### config.mk
export PLATFORM = sky130hd
export DESIGN_NAME = router_out_rr_arbiter_flat
export DESIGN_NICKNAME = d
export VERILOG_FILES = /design/src/rtl/router_out_rr_arbiter_if.sv /design/src/rtl/router_out_rr_arbiter.sv /design/src/flat_wrapper.sv
export SDC_FILE = /design/constraint.sdc
export NUM_CORES = 1
export LEC_CHECK = 0
export CORE_UTILIZATION = 38
export DETAILED_ROUTE_END_ITERATION = 10
export GPL_TIMING_DRIVEN = 0
export PLACE_DENSITY_LB_ADDON = 0.15
export SLEW_MARGIN = 30
export SYNTH_ARGS = -nofsm -noshare
export SYNTH_HDL_FRONTEND = slang
export SYNTH_SLANG_ARGS = --single-unit
### constraint.sdc
create_clock -name clk -period 6.2 [get_ports clk]
set_input_delay 0.62 -clock clk [delete_from_list [all_inputs] [get_ports clk]]
set_output_delay 0.62 -clock clk [all_outputs]
set_load 0.01 [all_outputs]
### src/rtl/router_out_rr_arbiter_if.sv
// Handshake bundle between the router input buffers, the output-port arbiter
// and the downstream link. The arbiter connects through the slave modport;
// whatever models the input buffers and the link uses the master modport.
interface router_out_rr_arbiter_if #(
    parameter int N       = 5,
    parameter int W       = 16,
    parameter int CREDITS = 4
);
    localparam int CW = $clog2(CREDITS + 1);

    // Input-buffer side: one request/tail/flit lane per input port
    logic [N-1:0]   req;
    logic [N-1:0]   tail;
    logic [N*W-1:0] in_flit;
    logic [N-1:0]   pop;

    // Downstream link side
    logic           credit_in;
    logic           out_valid;
    logic [W-1:0]   out_flit;

    // Arbitration and credit status
    logic [N-1:0]   gnt;
    logic [CW-1:0]  credit_cnt;
    logic           credit_err;

    modport master (
        output req, tail, in_flit, credit_in,
        input  gnt, pop, out_valid, out_flit, credit_cnt, credit_err
    );

    modport slave (
        input  req, tail, in_flit, credit_in,
        output gnt, pop, out_valid, out_flit, credit_cnt, credit_err
    );
endinterface

### src/rtl/router_out_rr_arbiter.sv
// Wormhole output-port arbiter. N input ports share one output link with
// round-robin priority; a grant is locked from head to tail flit, every flit
// transfer is gated on downstream credits, and the winning flit is registered
// onto the link while the owning input buffer is popped in the same cycle.
// N, W and CREDITS must match the parameters of the connected interface.
module router_out_rr_arbiter #(
    parameter int N       = 5,
    parameter int W       = 16,
    parameter int CREDITS = 4
) (
    input  logic                     clk,
    input  logic                     rst,
    router_out_rr_arbiter_if.slave   link
);
    localparam int IW = (N > 1) ? $clog2(N) : 1;
    localparam int CW = $clog2(CREDITS + 1);

    typedef enum logic {
        IDLE   = 1'b0,
        LOCKED = 1'b1
    } state_t;

    state_t         state;
    logic [IW-1:0]  owner;
    logic [IW-1:0]  ptr;
    logic [N-1:0]   gnt_q;
    logic           out_valid_q;
    logic [W-1:0]   out_flit_q;
    logic [CW-1:0]  credit_cnt_q;
    logic           credit_err_q;

    logic           any_req;
    logic [IW-1:0]  winner;
    logic [N-1:0]   win_onehot;
    logic           own_req;
    logic           own_tail;
    logic [W-1:0]   own_flit;
    logic [N-1:0]   own_onehot;
    logic           xfer;

    // Round-robin search: first requester after the last owner, wrapping mod N
    always_comb begin
        logic [IW-1:0] idx;
        any_req = 1'b0;
        winner  = ptr;
        idx     = '0;
        for (int k = 1; k <= N; k++) begin
            idx = IW'((int'(ptr) + k) % N);
            if (!any_req && link.req[idx]) begin
                any_req = 1'b1;
                winner  = idx;
            end
        end
    end

    // Select the owner's request/tail/flit lane and build the one-hot vectors
    always_comb begin
        own_req    = 1'b0;
        own_tail   = 1'b0;
        own_flit   = '0;
        own_onehot = '0;
        win_onehot = '0;
        for (int i = 0; i < N; i++) begin
            if (owner == IW'(i)) begin
                own_req       = link.req[i];
                own_tail      = link.tail[i];
                own_flit      = link.in_flit[i*W +: W];
                own_onehot[i] = 1'b1;
            end
            if (winner == IW'(i)) begin
                win_onehot[i] = 1'b1;
            end
        end
    end

    // A flit moves only while locked, the owner has data and a credit is free;
    // a reset cycle never consumes a flit because its transfer would be lost.
    assign xfer = (state == LOCKED) && own_req && (credit_cnt_q != '0) && !rst;

    // Grant lock FSM with the registered output flit stage
    always_ff @(posedge clk) begin
        if (rst) begin
            state       <= IDLE;
            owner       <= '0;
            ptr         <= IW'(N - 1);
            gnt_q       <= '0;
            out_valid_q <= 1'b0;
            out_flit_q  <= '0;
        end else begin
            out_valid_q <= xfer;
            if (xfer) begin
                out_flit_q <= own_flit;
            end
            case (state)
                IDLE: begin
                    if (any_req) begin
                        state <= LOCKED;
                        owner <= winner;
                        gnt_q <= win_onehot;
                    end
                end
                LOCKED: begin
                    // Only the tail flit releases the link; a stalled owner keeps it
                    if (xfer && own_tail) begin
                        state <= IDLE;
                        gnt_q <= '0;
                        ptr   <= owner;
                    end
                end
                default: begin
                    state <= IDLE;
                    gnt_q <= '0;
                end
            endcase
        end
    end

    // Downstream credit counter with sticky overflow flag
    always_ff @(posedge clk) begin
        if (rst) begin
            credit_cnt_q <= CW'(CREDITS);
            credit_err_q <= 1'b0;
        end else begin
            case ({xfer, link.credit_in})
                2'b10: credit_cnt_q <= credit_cnt_q - CW'(1);
                2'b01: begin
                    if (credit_cnt_q == CW'(CREDITS)) begin
                        credit_err_q <= 1'b1;
                    end else begin
                        credit_cnt_q <= credit_cnt_q + CW'(1);
                    end
                end
                default: credit_cnt_q <= credit_cnt_q;
            endcase
        end
    end

    assign link.pop        = xfer ? own_onehot : '0;
    assign link.gnt        = gnt_q;
    assign link.out_valid  = out_valid_q;
    assign link.out_flit   = out_flit_q;
    assign link.credit_cnt = credit_cnt_q;
    assign link.credit_err = credit_err_q;

endmodule
### src/flat_wrapper.sv
// flat-port wrapper written by rule: the top's interface ports become plain ports
module router_out_rr_arbiter_flat 
#(
    parameter int N       = 5,
    parameter int W       = 16,
    parameter int CREDITS = 4
)
  (clk, rst, link_req, link_tail, link_in_flit, link_credit_in, link_gnt, link_pop, link_out_valid, link_out_flit, link_credit_cnt, link_credit_err);
  router_out_rr_arbiter_if #(.N(N), .W(W), .CREDITS(CREDITS)) link_i ();
  input  logic clk;
  input  logic rst;
  input wire logic [$bits(link_i.req)-1:0] link_req;
  input wire logic [$bits(link_i.tail)-1:0] link_tail;
  input wire logic [$bits(link_i.in_flit)-1:0] link_in_flit;
  input wire logic [$bits(link_i.credit_in)-1:0] link_credit_in;
  output wire logic [$bits(link_i.gnt)-1:0] link_gnt;
  output wire logic [$bits(link_i.pop)-1:0] link_pop;
  output wire logic [$bits(link_i.out_valid)-1:0] link_out_valid;
  output wire logic [$bits(link_i.out_flit)-1:0] link_out_flit;
  output wire logic [$bits(link_i.credit_cnt)-1:0] link_credit_cnt;
  output wire logic [$bits(link_i.credit_err)-1:0] link_credit_err;
  assign link_i.req = link_req;
  assign link_i.tail = link_tail;
  assign link_i.in_flit = link_in_flit;
  assign link_i.credit_in = link_credit_in;
  assign link_gnt = link_i.gnt;
  assign link_pop = link_i.pop;
  assign link_out_valid = link_i.out_valid;
  assign link_out_flit = link_i.out_flit;
  assign link_credit_cnt = link_i.credit_cnt;
  assign link_credit_err = link_i.credit_err;
  router_out_rr_arbiter #(.N(N), .W(W), .CREDITS(CREDITS)) u_core (.clk(clk), .rst(rst), .link(link_i));
endmodule
==> results.ini, run 1 <==
[die]
coreArea_um2=9950
start_util_pct=39.9
io_pins=124
die_y_um=104
design.die.area_um2=10900
dieWidth_um=104
row_count=36

[synthesis]
async_reset_ff_share_pct=0
ys_ff_latch=33
seq_area_frac_synth_pct=16.7
synthCells=450
synth-edff-count=0
avgSynthCellArea_um2=8.82
yosys_warnings=0
synth_area_um2=3970
synth_ff_type=dfxtp_1
yosysUniqueCellTypes=87
synth.net_count=573

[detailed_routing]
dr_wl_met3_um=722
top_layer_used=met4
routed_wl_um=13000
drc=0
vias=4249
dr.first_iter.drc_count=230
ant_nets=0
via_per_inst=6.00
wl_met2_um=6600
dr.pass1.iters=5
met1_length_um=5370
wire_per_inst_um=18.4

[clocking]
cts_buffers=5
numClockSinks=33
cts_htree_levels=2
hold_buffers=0
cts-root-buf=clkbuf_8
cts_buffer_depth=2
insertion_delay_ns=0.29
clkTransAtPathRegs_ns=0.08
cts_tree=done

[placed_design]
numPortBuffers=119
post-dp-hpwl_um=10500
place_ws_ns=-1.28
gp_routability_congestion=0.911
placed_area_um2=5330

[min_path]
hold_path_depth=2
worstHoldPathType=reg2reg
min_from=u_core.link.out_flit[14]
holdPathEnd=u_core.link.out_flit[14]

[final_layout]
final-seq-area_um2=662
fill_cells=920
stdcell_area_um2=5430
nets=697
syn_to_final_growth_pct=36.8
n_antenna_cell=0
layout-drive-gt1-share_pct=11.8
multi_input_area_um2=3020

[critical_path]
critPathTopFamily=compound AO/OA/AOI/OAI gates
r2r_end=u_core.link.gnt[2]
regToRegSetupSlack_ns=0.31
path_buf_inv=6
ff2ff_path_depth=22
cp_slowest_cell=dfxtp_1
critical-path-max-stage-delay_ns=0.58
end_kind=flop
path_max_fanout=10
crit_chain=inv_1 -> ha_1 -> buf_2 -> clkbuf_4 -> inv_1 -> ha_1 -> nor3b_1 -> a22o_1 -> nor2_1 -> inv_1 -> ha_1 -> nor2b_1 -> nor3_1 -> or3_1 -> buf_6 -> o41ai_4 -> a32oi_2 -> nor2b_1 -> o21bai_1 -> a22oi_1 -> o22ai_1 -> a32o_1
worstSetupPathType=reg2reg
crit_path_start_kind=flop
timing.rr.start=u_core.ptr[1]
critPathRequiredTime_ns=6.39
worst_ep_arrival_time_ns=6.08

[power_and_ir_drop]
peakVddDrop_mv=0.0824
p_sw_share_pct=35.3
p_int_uw=506
combinationalPowerShare_pct=46.6
power.density_nw_per_um2=144
p_seq_share_pct=32.3
total_power_uw=782
clock_power_share_pct=21.1
switchingPower_uw=276
leakage_uw=0.00197

[sta]
clock_skew_ns=0.00973
final.min_clock_period_ns=5.89
setup_viol=0
maxSlewViolCount=0
setup_ws_ns=0.311
setup_tns_ns=0
worst_pin_slew_ns=0.818
clock.fmax_mhz=170
finalCritPeriodShare_pct=95.0
rsz0062_at_grt=false
hold_viol=0
slew_headroom_pct=45.4

[global_routing]
grt_usage_pct=23.7
grt_max_degree=20
grt_pass1_vias=4320
grt_first_pass_wirelength_um=21000
antenna_found_initial=0
grt-ovfl-total=0

[flow_run]
drv_cap=0

[run_status]
status=complete, no violations

-- cells by family (layout without fill, tap and decap cells) --
kind of cell,Yosys count,in the layout,synth area share (%)
compound gates,147,147,30.6
xor+xnor,10,10,2.59
fa+ha+maj,30,30,9.84
buf+inv,75,200,7.63
flops,33,33,16.7
mux,35,35,15.4
simple gates,120,120,17.3
-- cells in the mapped netlist, types with 5 or more instances --
library cell,number,area (um2)
nand2_1,23,86.3
mux4_2,20,450
mux2_2,6,67.6
o22ai_1,5,31.3
ha_1,28,350
nor2_1,20,75.1
a211oi_1,22,165
nand2b_1,6,37.5
and3_1,7,43.8
a21oi_1,10,50.1
inv_1,39,146
clkbuf_1,27,101
nand3_1,12,60.1
nor3b_1,5,37.5
o21a_1,6,45.0
nor3_1,6,30.0
a221oi_1,16,140
o21ai_0,15,75.1
dfxtp_1,33,661
mux2i_1,8,80.1
xnor2_1,7,61.3
nor2b_1,7,43.8
o211ai_1,11,82.6
-- layout make-up --
class,instances,area share (%)
sequential,33,12.2
buffer,32,2.86
timing repair buffer,119,21.9
tap,133,3.07
clock inverter,2,0.184
clock buffer,6,1.34
inverter,41,2.86
multi-input combinational,342,55.6
-- metal layers --
layer	track usage (%)	up-vias
li1	-	2015
met5	0	-
met1	27.7	2040
met3	4.07	24
met4	8.67	0
met2	43.2	170
-- what timing repair did --
item                       CTS  global route
setup endpoints to repair    9             8
pin swaps                    0             1
buffers inserted             0             0
resized for setup            6             4
-- worst register-to-register path: stages (launching register included) --
cell and delay [ns]:
dfxtp_1 0.58, inv_1 0.30, ha_1 0.48, buf_2 0.27
clkbuf_4 0.27, inv_1 0.14, ha_1 0.25, nor3b_1 0.26
a22o_1 0.24, nor2_1 0.09, inv_1 0.10, ha_1 0.21
nor2b_1 0.27, nor3_1 0.12, or3_1 0.38, buf_6 0.15
o41ai_4 0.39, a32oi_2 0.24, nor2b_1 0.21, o21bai_1 0.18
a22oi_1 0.31, o22ai_1 0.15, a32o_1 0.23
-- power groups by stage --
stage / sequential (uW) / combinational, uW / clock, uW
after CTS: 253 / 364 / 168
after floorplan: 263 / 204 / 0
after detailed placement: 257 / 362 / 0
after global routing: 256 / 393 / 174
after global placement: 257 / 356 / 0
final: 253 / 364 / 165
-- registers in the layout, indices dropped and copies added, names as in the netlist --
| register | cells |
|---|---|
| u_core.link.out_valid | 1 |
| u_core.link.gnt | 5 |
| u_core.link.credit_err | 1 |
| u_core.ptr | 3 |
| u_core.owner | 3 |
| u_core.link.out_flit | 16 |
| u_core.link.credit_cnt | 3 |
| u_core.state | 1 |
-- stage by stage --
step / hold WS [ns] / std cells / utilization (%)
2_1_floorplan: 0.478 / 450 / -
3_3_place_gp: 0.444 / 702 / 53.5
3_5_place_dp: 0.448 / 702 / 53.5
4_1_cts: 0.460 / 709 / 54.5
5_1_grt: 0.482 / 708 / 54.5
6_report: 0.458 / 708 / 54.5
-- layout by cell type, fill, tap and decap left out, drive strengths merged, types with 4 or more instances in the layout --
cell,count
nand2b,6
o21a,6
and3,8
a211oi,24
nand2,23
and4,4
o21ai,16
mux2,7
xnor2,9
nor3,8
a32oi,4
nand4,4
nor2b,7
buf,6
nor4,4
nand3,12
o2bb2ai,5
nor2,20
clkbuf,32
dfxtp,33
o22ai,6
a21oi,11
inv,40
mux2i,8
mux4,20
a211o,4
a221oi,16
clkdlybuf4s50,119
a2bb2oi,4
ha,28
nor3b,6
o211ai,11
-- worst max-delay path by stage --
stage | startpoint | to | slack, ns | cells past startpoint
2_1_floorplan | u_core.ptr[0] | u_core.link.gnt[2] | 0.42 | 25
3_3_place_gp | u_core.ptr[0] | u_core.link.gnt[3] | -1.18 | 25
3_5_place_dp | u_core.ptr[0] | u_core.link.gnt[3] | -1.28 | 25
4_1_cts | u_core.ptr[0] | u_core.link.gnt[3] | 0.03 | 24
5_1_grt | u_core.ptr[1] | u_core.link.gnt[2] | 0.004 | 22
6_report | u_core.ptr[1] | u_core.link.gnt[2] | 0.31 | 22
Note: power is estimated with default switching activity, not from simulation.
==> inputs of run 2 (changes only) <==
--- a/config.mk
+++ b/config.mk
@@ -5,11 +5,11 @@
 export SDC_FILE = /design/constraint.sdc
 export NUM_CORES = 1
 export LEC_CHECK = 0
-export CORE_UTILIZATION = 38
+export CORE_UTILIZATION = 44
 export DETAILED_ROUTE_END_ITERATION = 10
 export GPL_TIMING_DRIVEN = 0
 export PLACE_DENSITY_LB_ADDON = 0.15
-export SLEW_MARGIN = 30
+export SLEW_MARGIN = 20
 export SYNTH_ARGS = -nofsm -noshare
 export SYNTH_HDL_FRONTEND = slang
 export SYNTH_SLANG_ARGS = --single-unit
==> results.ini, run 2 (synthesized netlist as in run 1, its figures left out) <==
[power_and_ir_drop]
combinationalPowerShare_pct=46.3
peakVddDrop_mv=0.0967
leakage_uw=0.00197
p_int_uw=505
clock_power_share_pct=21.0
total_power_uw=778
p_sw_share_pct=35.1
power.density_nw_per_um2=144
switchingPower_uw=273
p_seq_share_pct=32.7

[die]
design.die.area_um2=9400
start_util_pct=45.5
row_count=34
dieWidth_um=97.0
io_pins=124
coreArea_um2=8720
die_y_um=97.0

[critical_path]
crit_path_start_kind=flop
regToRegSetupSlack_ns=0.41
worst_ep_arrival_time_ns=6.02
critPathRequiredTime_ns=6.42
ff2ff_path_depth=24
r2r_end=u_core.link.gnt[0]
end_kind=flop
path_max_fanout=19
worstSetupPathType=reg2reg
critical_path.startpoint=u_core.ptr[0]
timing.rr.start=u_core.ptr[0]
crit_path_end=u_core.link.gnt[0]

[sta]
clock.fmax_mhz=173
slew_headroom_pct=47.9
final.min_clock_period_ns=5.79
clock_skew_ns=0.00405
hold_viol=0
finalCritPeriodShare_pct=93.5
maxSlewViolCount=0
worst_pin_slew_ns=0.782
setup_viol=0

[min_path]
worstHoldPathType=reg2reg

[global_routing]
grt_max_degree=20
grt_usage_pct=26.8
grt_first_pass_wirelength_um=20600
grt-ovfl-total=0
grt_pass1_vias=4281
antenna_found_initial=0

[detailed_routing]
dr.first_iter.drc_count=181
via_per_inst=6.19
routed_wl_um=12700
drc=0
vias=4234
ant_nets=0
dr.pass1.iters=5
wire_per_inst_um=18.5

[final_layout]
nets=698
utilization_pct=62.1
syn_to_final_growth_pct=36.6
layout-drive-gt1-share_pct=12.5
final_common_cell=clkdlybuf4s50_1
final_cell_mix=119 x clkdlybuf4s50_1, 39 x inv_1, 32 x dfxtp_1
fill_cells=778
final-seq-area_um2=664
n_antenna_cell=0
multi_input_area_um2=3020
largest_reg_flops=16

[clocking]
hold_buffers=0
cts_buffer_depth=2
insertion_delay_ns=0.29
clkTransAtPathRegs_ns=0.07
cts_htree_levels=2
cts_buffers=5
numClockSinks=33
cts_tree=done
cts-root-buf=clkbuf_8

[flow_run]
drv_cap=0

[run_status]
status=complete, no violations

[placed_design]
numPortBuffers=119
gp_routability_congestion=0.870
post-dp-hpwl_um=10100

[run 2: cell count changes in the layout (fill, tap and decap cells not counted), sizes merged]
cell      before  now
buf            6    5
clkbuf        32   33
clkinvlp       0    1
[run 2: power by group through the flow]
stage / combinational, uW / sequential (uW) / clock (uW)
2_1_floorplan: 204 / 263 / 0
3_3_place_gp: 351 / 258 / 0
3_5_place_dp: 357 / 258 / 0
4_1_cts: 359 / 254 / 165
5_1_grt: 389 / 257 / 172
6_report: 360 / 255 / 163
[run 2: layout make-up]
| cell class | instances | area share, % |
|---|---|---|
| multi-input combinational | 342 | 55.8 |
| sequential | 33 | 12.3 |
| tap | 108 | 2.49 |
| inverter | 41 | 2.86 |
| buffer | 33 | 2.98 |
| clock inverter | 3 | 0.323 |
| timing repair buffer | 119 | 22.0 |
| clock buffer | 5 | 1.27 |
[run 2: repair_timing]
item	in CTS	in global routing
gates resized for setup	5	11
setup endpoints to repair	9	8
setup buffers	0	0
[run 2: layer usage]
metal / global-route usage (%) / routed length [um]
met5: 0 / 0
met4: 13.7 / 433
met3: 3.32 / 697
met2: 48.9 / 6510
met1: 30.5 / 5030
[run 2: worst min-delay path by stage]
stage | from | to | slack (ns) | cells after the start
2_1_floorplan | u_core.link.out_flit[0] | u_core.link.out_flit[0] | 0.48 | 2
4_1_cts | u_core.link.out_flit[7] | u_core.link.out_flit[7] | 0.46 | 2
6_report | u_core.link.out_flit[2] | u_core.link.out_flit[2] | 0.47 | 2
3_3_place_gp | u_core.link.out_flit[7] | u_core.link.out_flit[7] | 0.44 | 2
5_1_grt | u_core.link.out_flit[12] | u_core.link.out_flit[12] | 0.49 | 2
3_5_place_dp | u_core.link.out_flit[7] | u_core.link.out_flit[7] | 0.45 | 2
[run 2: through the flow]
stage | setup slack [ns] | hold slack, ns | setup TNS, ns | cells | area (um2)
2_1_floorplan | 0.421 | 0.478 | 0 | 450 | 3970
3_3_place_gp | -0.991 | 0.444 | -7.79 | 677 | 5290
3_5_place_dp | -1.08 | 0.453 | -8.66 | 677 | 5300
4_1_cts | 0.0403 | 0.464 | 0 | 684 | 5390
5_1_grt | -0.000195 | 0.487 | -0.000195 | 684 | 5420
6_report | 0.406 | 0.465 | 0 | 684 | 5420
[run 2: worst max-delay path: stages (launching register included)]
cell	delay (ns)
dfxtp_4	0.43
buf_6	0.21
clkbuf_4	0.25
inv_1	0.13
ha_2	0.42
clkbuf_4	0.24
clkbuf_4	0.25
inv_1	0.14
ha_1	0.27
nor3b_2	0.21
a22o_1	0.23
nor2_1	0.08
inv_1	0.09
ha_1	0.20
nor2b_1	0.23
nor3_1	0.10
or3_1	0.37
buf_6	0.15
o41ai_4	0.39
a32oi_2	0.24
and3_4	0.24
a41oi_4	0.33
and2_4	0.22
nand4_1	0.14
o2bb2ai_1	0.17
